## src/rtl/mode_ctrl.sv

```systemverilog
// mode_ctrl: top-level mode selector for the matrix calculator.
// A debounced press with a one-hot switch bank enters that mode; any other
// pattern starts a timed all-LED blink error window. An active mode returns
// to default on exit_req or, when MODE_CTRL_LONG_PRESS_EN is defined, on a
// long button hold that starts after the button has been released once.
//
// state     | meaning
// ST_IDLE   | default mode, LEDs mirror switches, waiting for a press
// ST_ERR    | invalid pattern, error window with LED blink
// ST_ACTIVE | mode mode_idx running, LED shows the selected mode
module mode_ctrl #(
  parameter int NUM_MODES         = 5,
  parameter int ERROR_CYCLES      = 50_000_000,
  parameter int BLINK_HALF_CYCLES = 6_250_000,
  parameter int LONG_PRESS_CYCLES = 100_000_000
) (
  input  logic                 clk,
  input  logic                 rst_n,
  input  logic                 btn_press,
  input  logic                 btn_held,
  input  logic                 exit_req,
  input  logic [NUM_MODES-1:0] mode_sw,
  output logic [3:0]           mode_idx,
  output logic                 mode_enter,
  output logic                 mode_exit,
  output logic                 err_active,
  output logic [NUM_MODES-1:0] mode_led
);

  localparam int ERR_W = $clog2(ERROR_CYCLES + 1);
  localparam int BLK_W = $clog2(BLINK_HALF_CYCLES + 1);

  typedef enum logic [1:0] {ST_IDLE, ST_ERR, ST_ACTIVE} state_t;

  state_t           state_q, state_d;
  logic [3:0]       mode_idx_q, mode_idx_d;
  logic             mode_enter_q, mode_enter_d;
  logic             mode_exit_q, mode_exit_d;
  logic             err_active_q, err_active_d;
  logic [ERR_W-1:0] err_cnt_q, err_cnt_d;
  logic [BLK_W-1:0] blink_cnt_q, blink_cnt_d;
  logic             blink_q, blink_d;
  logic             long_exit;
  logic [3:0]       sw_cnt;
  logic [3:0]       sw_idx;

`ifdef MODE_CTRL_LONG_PRESS_EN
  localparam int HOLD_W = $clog2(LONG_PRESS_CYCLES + 1);
  logic [HOLD_W-1:0] hold_cnt_q, hold_cnt_d;
  logic              armed_q, armed_d;
`else
  logic unused_long_press;
  assign unused_long_press = btn_held | (LONG_PRESS_CYCLES == 0);
`endif

  // Count set switches and remember the (1-based) index of the highest one.
  always_comb begin
    sw_cnt = 4'd0;
    sw_idx = 4'd0;
    for (int k = 0; k < NUM_MODES; k++) begin
      if (mode_sw[k]) begin
        sw_cnt = sw_cnt + 4'd1;
        sw_idx = 4'(k + 1);
      end
    end
  end

  // Next-state logic; timers are down-counters reloaded on ERR entry.
  always_comb begin
    state_d      = state_q;
    mode_idx_d   = mode_idx_q;
    mode_enter_d = 1'b0;
    mode_exit_d  = 1'b0;
    err_active_d = 1'b0;
    err_cnt_d    = '0;
    blink_cnt_d  = '0;
    blink_d      = 1'b0;
    long_exit    = 1'b0;
`ifdef MODE_CTRL_LONG_PRESS_EN
    hold_cnt_d   = '0;
    armed_d      = 1'b0;
`endif
    case (state_q)
      ST_IDLE: begin
        if (btn_press) begin
          if (sw_cnt == 4'd1) begin
            state_d      = ST_ACTIVE;
            mode_idx_d   = sw_idx;
            mode_enter_d = 1'b1;
          end else begin
            state_d      = ST_ERR;
            err_active_d = 1'b1;
            err_cnt_d    = ERR_W'(ERROR_CYCLES - 1);
            blink_cnt_d  = BLK_W'(BLINK_HALF_CYCLES - 1);
          end
        end
      end
      ST_ERR: begin
        if (err_cnt_q == '0) begin
          state_d = ST_IDLE;
        end else begin
          err_active_d = 1'b1;
          err_cnt_d    = err_cnt_q - ERR_W'(1);
          if (blink_cnt_q == '0) begin
            blink_d     = ~blink_q;
            blink_cnt_d = BLK_W'(BLINK_HALF_CYCLES - 1);
          end else begin
            blink_d     = blink_q;
            blink_cnt_d = blink_cnt_q - BLK_W'(1);
          end
        end
      end
      ST_ACTIVE: begin
`ifdef MODE_CTRL_LONG_PRESS_EN
        // Arming needs one released sample so the selecting press cannot exit.
        armed_d    = armed_q | ~btn_held;
        hold_cnt_d = (btn_held && armed_q) ? hold_cnt_q + HOLD_W'(1) : '0;
        long_exit  = btn_held && armed_q &&
                     (hold_cnt_q == HOLD_W'(LONG_PRESS_CYCLES - 1));
`endif
        if (exit_req || long_exit) begin
          state_d     = ST_IDLE;
          mode_idx_d  = 4'd0;
          mode_exit_d = 1'b1;
`ifdef MODE_CTRL_LONG_PRESS_EN
          hold_cnt_d  = '0;
          armed_d     = 1'b0;
`endif
        end
      end
      default: begin
        state_d    = ST_IDLE;
        mode_idx_d = 4'd0;
      end
    endcase
  end

  // State and output registers.
  always_ff @(posedge clk or negedge rst_n) begin
    if (!rst_n) begin
      state_q      <= ST_IDLE;
      mode_idx_q   <= 4'd0;
      mode_enter_q <= 1'b0;
      mode_exit_q  <= 1'b0;
      err_active_q <= 1'b0;
      err_cnt_q    <= '0;
      blink_cnt_q  <= '0;
      blink_q      <= 1'b0;
`ifdef MODE_CTRL_LONG_PRESS_EN
      hold_cnt_q   <= '0;
      armed_q      <= 1'b0;
`endif
    end else begin
      state_q      <= state_d;
      mode_idx_q   <= mode_idx_d;
      mode_enter_q <= mode_enter_d;
      mode_exit_q  <= mode_exit_d;
      err_active_q <= err_active_d;
      err_cnt_q    <= err_cnt_d;
      blink_cnt_q  <= blink_cnt_d;
      blink_q      <= blink_d;
`ifdef MODE_CTRL_LONG_PRESS_EN
      hold_cnt_q   <= hold_cnt_d;
      armed_q      <= armed_d;
`endif
    end
  end

  // LED drive: switches in IDLE, blink in ERR, selected mode in ACTIVE.
  always_comb begin
    mode_led = mode_sw;
    case (state_q)
      ST_ERR:    mode_led = {NUM_MODES{blink_q}};
      ST_ACTIVE: mode_led = NUM_MODES'(1) << (mode_idx_q - 4'd1);
      default:   mode_led = mode_sw;
    endcase
  end

  assign mode_idx   = mode_idx_q;
  assign mode_enter = mode_enter_q;
  assign mode_exit  = mode_exit_q;
  assign err_active = err_active_q;

endmodule

```

## config.mk

```make
export PLATFORM = sky130hd
export DESIGN_NAME = mode_ctrl
export DESIGN_NICKNAME = d
export VERILOG_FILES = /design/src/rtl/mode_ctrl.sv
export SDC_FILE = /design/constraint.sdc
export NUM_CORES = 1
export LEC_CHECK = 0
export ABC_AREA = 1
export CORE_UTILIZATION = 40
export DETAILED_ROUTE_END_ITERATION = 7
export REMOVE_ABC_BUFFERS = 1
export SLEW_MARGIN = 20
export SYNTH_ARGS = -nofsm -noshare
export SYNTH_HDL_FRONTEND = slang
export SYNTH_SLANG_ARGS = --single-unit
```

## constraint.sdc

```tcl
create_clock -name clk -period 1.6 [get_ports clk]
set_input_delay 0.24 -clock clk [delete_from_list [all_inputs] [get_ports clk]]
set_output_delay 0.24 -clock clk [all_outputs]
set_load 0.05 [all_outputs]
```

==> impl_metrics.csv, run 1 <==
group,metric,value,unit
run_status,outcome,"finished with violations",
run_status,violations,"negative setup slack",
critical_path,start_kind,"input pin",
critical_path,end_kind,"flip-flop",
sta,fin_crit,2020,ps
sta,rsz0062_at_grt,"true",
floorplanning,die_w,95.6,µm
clock_network,path_clk_slew,70,ps
floorplanning,rows,33,
routing,vias_per_cell,4.84,
sta,fmax,495,MHz
clock_network,cts.path.max_buffers,2,
placed_design,gp_congestion,0.879,
routing,drtPass1Iterations,4,
routing,drtIter0Drc,140,
global_routing,grt_pass1_vias,3462,
floorplanning,die_area,9130,µm²
routing,drc,0,
pwr,powerDensity,2140,nW/µm²
logic_synthesis,ys_warn_count,0,
clock_network,cts.sinks,58,
logic_synthesis,ys.flop_type,"dfrtp_1",
logic_synthesis,syn_inst,462,
global_routing,grt_pass1_wl,15500,µm
cells_and_area,regArea,1450,µm²
pwr,p_leak,2.69,nW
global_routing,grt_max_degree,32,
logic_synthesis,synth_area,3500,µm²
global_routing,antenna_found_initial,0,
min_path,min_path_type,"input pin to asynchronous set/reset pin",
placed_design,numPortBuffers,19,
routing,ant_nets,0,
sta,fin_skew,6.35,ps
critical_path,worstPathCellList,"buf_8 -> inv_4 -> ha_4 -> inv_4 -> nand2_4 -> nand2_4 -> ha_4 -> nand2_4 -> nand2_4 -> ha_4 -> nand2_2 -> nand3b_1 -> nand2_1 -> nor2_2 -> nand2_2 -> nand3_4 -> buf_12 -> o21ai_2",
clock_network,numCtsBuffers,9,
critical_path,worstPathArrival,2240,ps
clock_network,cts_tree,"built",
critical_path,crit_family,"simple AND/OR/NAND/NOR gates",
sta,setup-violations-final,53,
clock_network,htreeDepth,3,
placed_design,place_hpwl,6150,µm
floorplanning,io_pins,22,
cells_and_area,layout.nets,622,
placed_design,dp_cells,662,
routing,vias,3435,
logic_synthesis,synth.avg_cell_area,7.58,µm²
logic_synthesis,async_reset_ff_share,100,%
critical_path,required,1820,ps
floorplanning,coreArea,8340,µm²
sta,tns,-16330,ps
logic_synthesis,synth_seq_cells,58,
cells_and_area,diodes,0,
critical_path,cp_num_buf_inv,4,
sta,drv_slew,0,
cells_and_area,area_delta_synth_final,55.9,%
clock_network,clockRootBuffer,"clkbuf_8",
floorplanning,initial_core_util,42.0,%
floorplanning,die_h,95.6,µm
critical_path,cpMaxStageDelayCell,"ha_4",
flow_run,max_cap_violations,0,
logic_synthesis,ys_types,35,
pwr,ir_worst_vdd,1420,µV
cells_and_area,fin_cells,710,
cells_and_area,n_fill_cell,684,
cells_and_area,multi_input_area,2230,µm²
global_routing,grt_overflow_total,0,
logic_synthesis,yosysSeqAreaShare,41.4,%
routing,drt-total-wl,9340,µm
critical_path,cp_max_fo,8,
logic_synthesis,synth_edf_count,0,
sta,worst_slack,-420,ps
cells_and_area,fin_util,65.5,%
critical_path,cpPeakStageDelay,280,ps
cells_and_area,drive_gt1_share,44.0,%
sta,fin_hold_ws,373,ps
sta,hold_violations,0,
critical_path,path_class,"input pin to flip-flop",
critical_path,crit_top_cell,"nand2_4",
clock_network,clk_latency,330,ps
sta,period_share,126,%
routing,wl_per_cell,13.1,µm
global_routing,track_usage,22.0,%
placed_design,place_worst_setup_slack,-1420,ps
through the flow:
step	power, mW	cell area, µm²
4_1_cts	11.1	5160
3_5_place_dp	8.55	4500
6_report	11.7	5460
3_3_place_gp	8.44	4500
2_1_floorplan	5.86	3440
5_1_grt	12.5	5460
worst paths after layout:
| path | from | end | slack (ps) | cells after the start |
|---|---|---|---|---|
| max | mode_sw[1] | blink_cnt_q[2] | -420 | 18 |
| min | rst_n | err_cnt_q[14] | 370 | 2 |
| max reg2reg | state_q[1] | mode_idx[2] | -90 | 8 |
| min reg2reg | err_cnt_q[24] | err_cnt_q[24] | 490 | 1 |
| max in group asynchronous | rst_n | err_cnt_q[6] | 700 | 3 |
| min in group clk | mode_sw[1] | mode_idx[1] | 400 | 5 |
metal layers:
layer / routed length, µm / vias to the layer above / share of wire, % / GRT usage, %
met5: 0 / - / 0 / 0
met3: 172 / 10 / 1.8 / 5.18
met4: 117 / 0 / 1.3 / 5.60
met1: 4180 / 1621 / 45 / 27.0
met2: 4860 / 39 / 52 / 38.6
li1: - / 1765 / - / -
Yosys cell counts, types with 2 or more instances:
library cell,count,area (µm²)
nor3_1,7,35.0
nand2_1,109,409
buf_6,3,33.8
a21oi_1,13,65.1
o21ai_0,20,100
nand3_1,31,155
nor3b_1,2,15.0
nand4_1,9,56.3
nand2_2,9,56.3
nor2_1,74,278
xor2_1,12,105
ha_1,12,150
or2_2,3,18.8
o21ai_2,13,114
and2_1,2,12.5
inv_1,51,191
buf_2,3,15.0
dfrtp_1,58,1450
a22oi_1,5,37.5
nor2_2,3,18.8
xnor2_1,7,61.3
nand3b_1,2,15.0
nor3_2,2,20.0
what timing repair did:
action,CTS,global route
cloned,2,0
gates resized for setup,88,64
pin swaps,24,27
buffers inserted,15,14
endpoints found under the setup margin,55,58
hold buffers,1,0
hold endpoints to repair,15,0
final cells by class:
class                   instances  share of cell area [%]
clock buffers                  10                    2.52
clock inverters                 6                    1.47
inverters                      52                    3.80
multi-input cells             346                    40.8
flip-flops and latches         58                    26.6
well taps                     105                    2.41
repair buffers                133                    22.4
flip-flops by register name, indices dropped and copies added, names as in the netlist:
name         cells
err_active       1
state_q          2
blink_q          1
blink_cnt_q     23
mode_idx         3
mode_enter       1
err_cnt_q       26
mode_exit        1
layout by cell type, fill, tap and decap left out, drive strengths merged, types with 12 or more instances in the layout:
cell type / synthesis / routed
a21oi: 13 / 13
buf: 7 / 127
dfrtp: 58 / 58
ha: 12 / 12
inv: 52 / 52
nand2: 118 / 119
nand3: 32 / 33
nor2: 78 / 78
o21ai: 34 / 34
xor2: 12 / 12
cell families (layout without fill, tap and decap cells):
group                    Yosys count  in the layout  synth area share, %
buffers and inverters             60            201                 7.29
AO/OA/AOI/OAI                     56             56                 10.0
adder cells (fa/ha/maj)           12             12                 4.29
AND/OR/NAND/NOR                  256            258                 32.1
XOR/XNOR                          19             19                 4.75
other                              1              1                0.107
flip-flops                        58             58                 41.4
report_power, final:
group	internal, mW	leakage, nW	total, mW	switching [mW]
logic	3.54	1.82	7.76	4.22
registers	2.03	0.753	2.43	0.399
clock network	0.908	0.116	1.50	0.587
Power figures use the tool's default switching activity.
==> run 2, diff against run 1 <==
- REMOVE_ABC_BUFFERS: 1 -> not set
- TNS_END_PERCENT: not set -> 20
==> impl_metrics.csv, run 2 (synthesis gave the netlist of run 1 again) <==
group,metric,value,unit
clock_network,numCtsBuffers,9,
critical_path,end_kind,"flip-flop",
cells_and_area,final_common_cell,"buf_4",
global_routing,track_usage,20.5,%
clock_network,cts_tree,"built",
floorplanning,rows,33,
routing,drtIter0Drc,126,
cells_and_area,largest_register,"err_cnt_q",
sta,worst_slack,-487,ps
placed_design,place_hpwl,6260,µm
run_status,outcome,"finished with violations",
sta,fin_skew,9.98,ps
cells_and_area,drive_gt1_share,34.8,%
sta,setup-violations-final,49,
cells_and_area,n_fill_cell,712,
clock_network,clk_latency,330,ps
floorplanning,initial_core_util,42.0,%
sta,rsz0062_at_grt,"true",
cells_and_area,layout_common_cells,"101 x buf_4, 98 x nand2_1, 72 x nor2_1",
floorplanning,die_h,95.6,µm
critical_path,required,1860,ps
clock_network,clockRootBuffer,"clkbuf_8",
routing,wl_per_cell,12.8,µm
floorplanning,die_area,9130,µm²
placed_design,gp_congestion,0.815,
placed_design,numPortBuffers,19,
clock_network,path_clk_slew,70,ps
critical_path,worstPathArrival,2350,ps
routing,ant_nets,0,
cells_and_area,diodes,0,
critical_path,cpPeakStageDelay,290,ps
critical_path,cp_max_fo,4,
cells_and_area,layout.nets,612,
routing,vias,3419,
sta,period_share,130,%
run_status,violations,"negative setup slack",
routing,vias_per_cell,4.88,
global_routing,antenna_found_initial,0,
clock_network,cts.path.max_buffers,2,
logic_synthesis,synth_nets,484,
critical_path,crit_top_cell,"nand2_2",
global_routing,grt_pass1_wl,14500,µm
pwr,finalPower,10.8,mW
floorplanning,io_pins,22,
sta,fin_crit,2090,ps
global_routing,grt_overflow_total,0,
min_path,min_path_type,"input pin to asynchronous set/reset pin",
placed_design,place_worst_setup_slack,-1190,ps
flow_run,max_cap_violations,0,
critical_path,start_kind,"input pin",
pwr,p_leak,2.61,nW
routing,drc,0,
floorplanning,coreArea,8340,µm²
critical_path,cpMaxStageDelayCell,"ha_4",
sta,tns,-17450,ps
sta,hold_violations,0,
global_routing,grt_max_degree,27,
sta,fmax,479,MHz
floorplanning,die_w,95.6,µm
pwr,ir_worst_vdd,1120,µV
pwr,powerDensity,2110,nW/µm²
clock_network,cts.sinks,58,
critical_path,path_class,"input pin to flip-flop",
clock_network,htreeDepth,3,
cells_and_area,area_delta_synth_final,46.5,%
cells_and_area,largest_reg_flops,26,
routing,drt-total-wl,8940,µm
global_routing,grt_pass1_vias,3313,
critical_path,reg2regPathDepth,10,
routing,drtPass1Iterations,4,
sta,drv_slew,0,
critical_path,worstPathCellList,"buf_8 -> clkinvlp_4 -> ha_4 -> inv_2 -> nand2_2 -> nand2_2 -> ha_4 -> nand2_2 -> nand2_2 -> ha_4 -> nand2_2 -> nand3b_1 -> nand2_1 -> nor2_2 -> nand2_2 -> nand3_4 -> buf_12 -> clkbuf_16 -> o21ai_2",
run 2: worst paths after layout:
check / from / endpoint / slack (ps)
max reg2reg: err_cnt_q[0] / err_cnt_q[13] / -70
max: mode_sw[1] / err_cnt_q[23] / -490
max in group asynchronous: rst_n / mode_idx[0] / 720
min in group clk: err_cnt_q[24] / err_cnt_q[24] / 490
min: rst_n / err_cnt_q[17] / 380
min reg2reg: err_cnt_q[24] / err_cnt_q[24] / 490
run 2: critical path, delay by kind of cell:
family	cells	cell delay, ps
AOI/OAI and AO/OA	1	50
and+or+nand+nor	10	850
buffers and inverters	5	530
adders and majority gates	3	680
run 2: cell type report:
| type | count | area, µm² | area share, % |
|---|---|---|---|
| clock inverters | 3 | 68.8 | 1.34 |
| inverters | 52 | 199 | 3.88 |
| repair buffers | 125 | 1130 | 22.0 |
| clock buffers | 13 | 179 | 3.49 |
| well taps | 105 | 131 | 2.56 |
| multi-input cells | 344 | 1970 | 38.4 |
| flip-flops and latches | 58 | 1460 | 28.4 |
run 2: routing by layer:
metal  track usage [%]  share of wire [%]  vias up
met5                 0                  0        -
met4              4.85               0.32        0
met3              4.55                2.9        4
met2              35.4                 51       43
met1              26.0                 46     1626
li1                  -                  -     1746
run 2: repair_timing:
action,CTS,global route
cloned,2,1
endpoints found under the setup margin,56,57
setup buffers,10,3
hold endpoints to repair,14,0
pin swaps,11,12
hold buffers,1,0
gates resized for setup,36,18
run 2: through the flow:
stage / util, % / cells / hold slack, ps / instance area (µm²)
floorplan: - / 462 / -55.6 / 3580
global placement: 54.9 / 668 / 212 / 4580
detailed placement: 54.9 / 668 / 217 / 4580
CTS: 60.5 / 697 / 393 / 5050
global route: 61.5 / 700 / 413 / 5130
finish: 61.5 / 700 / 380 / 5130
run 2: power breakdown:
group / leakage (nW) / switching (mW) / internal, mW / total (mW)
Clock: 0.126 / 0.633 / 1.05 / 1.68
Combinational: 1.73 / 3.73 / 3.02 / 6.76
Sequential: 0.749 / 0.375 / 2.03 / 2.40
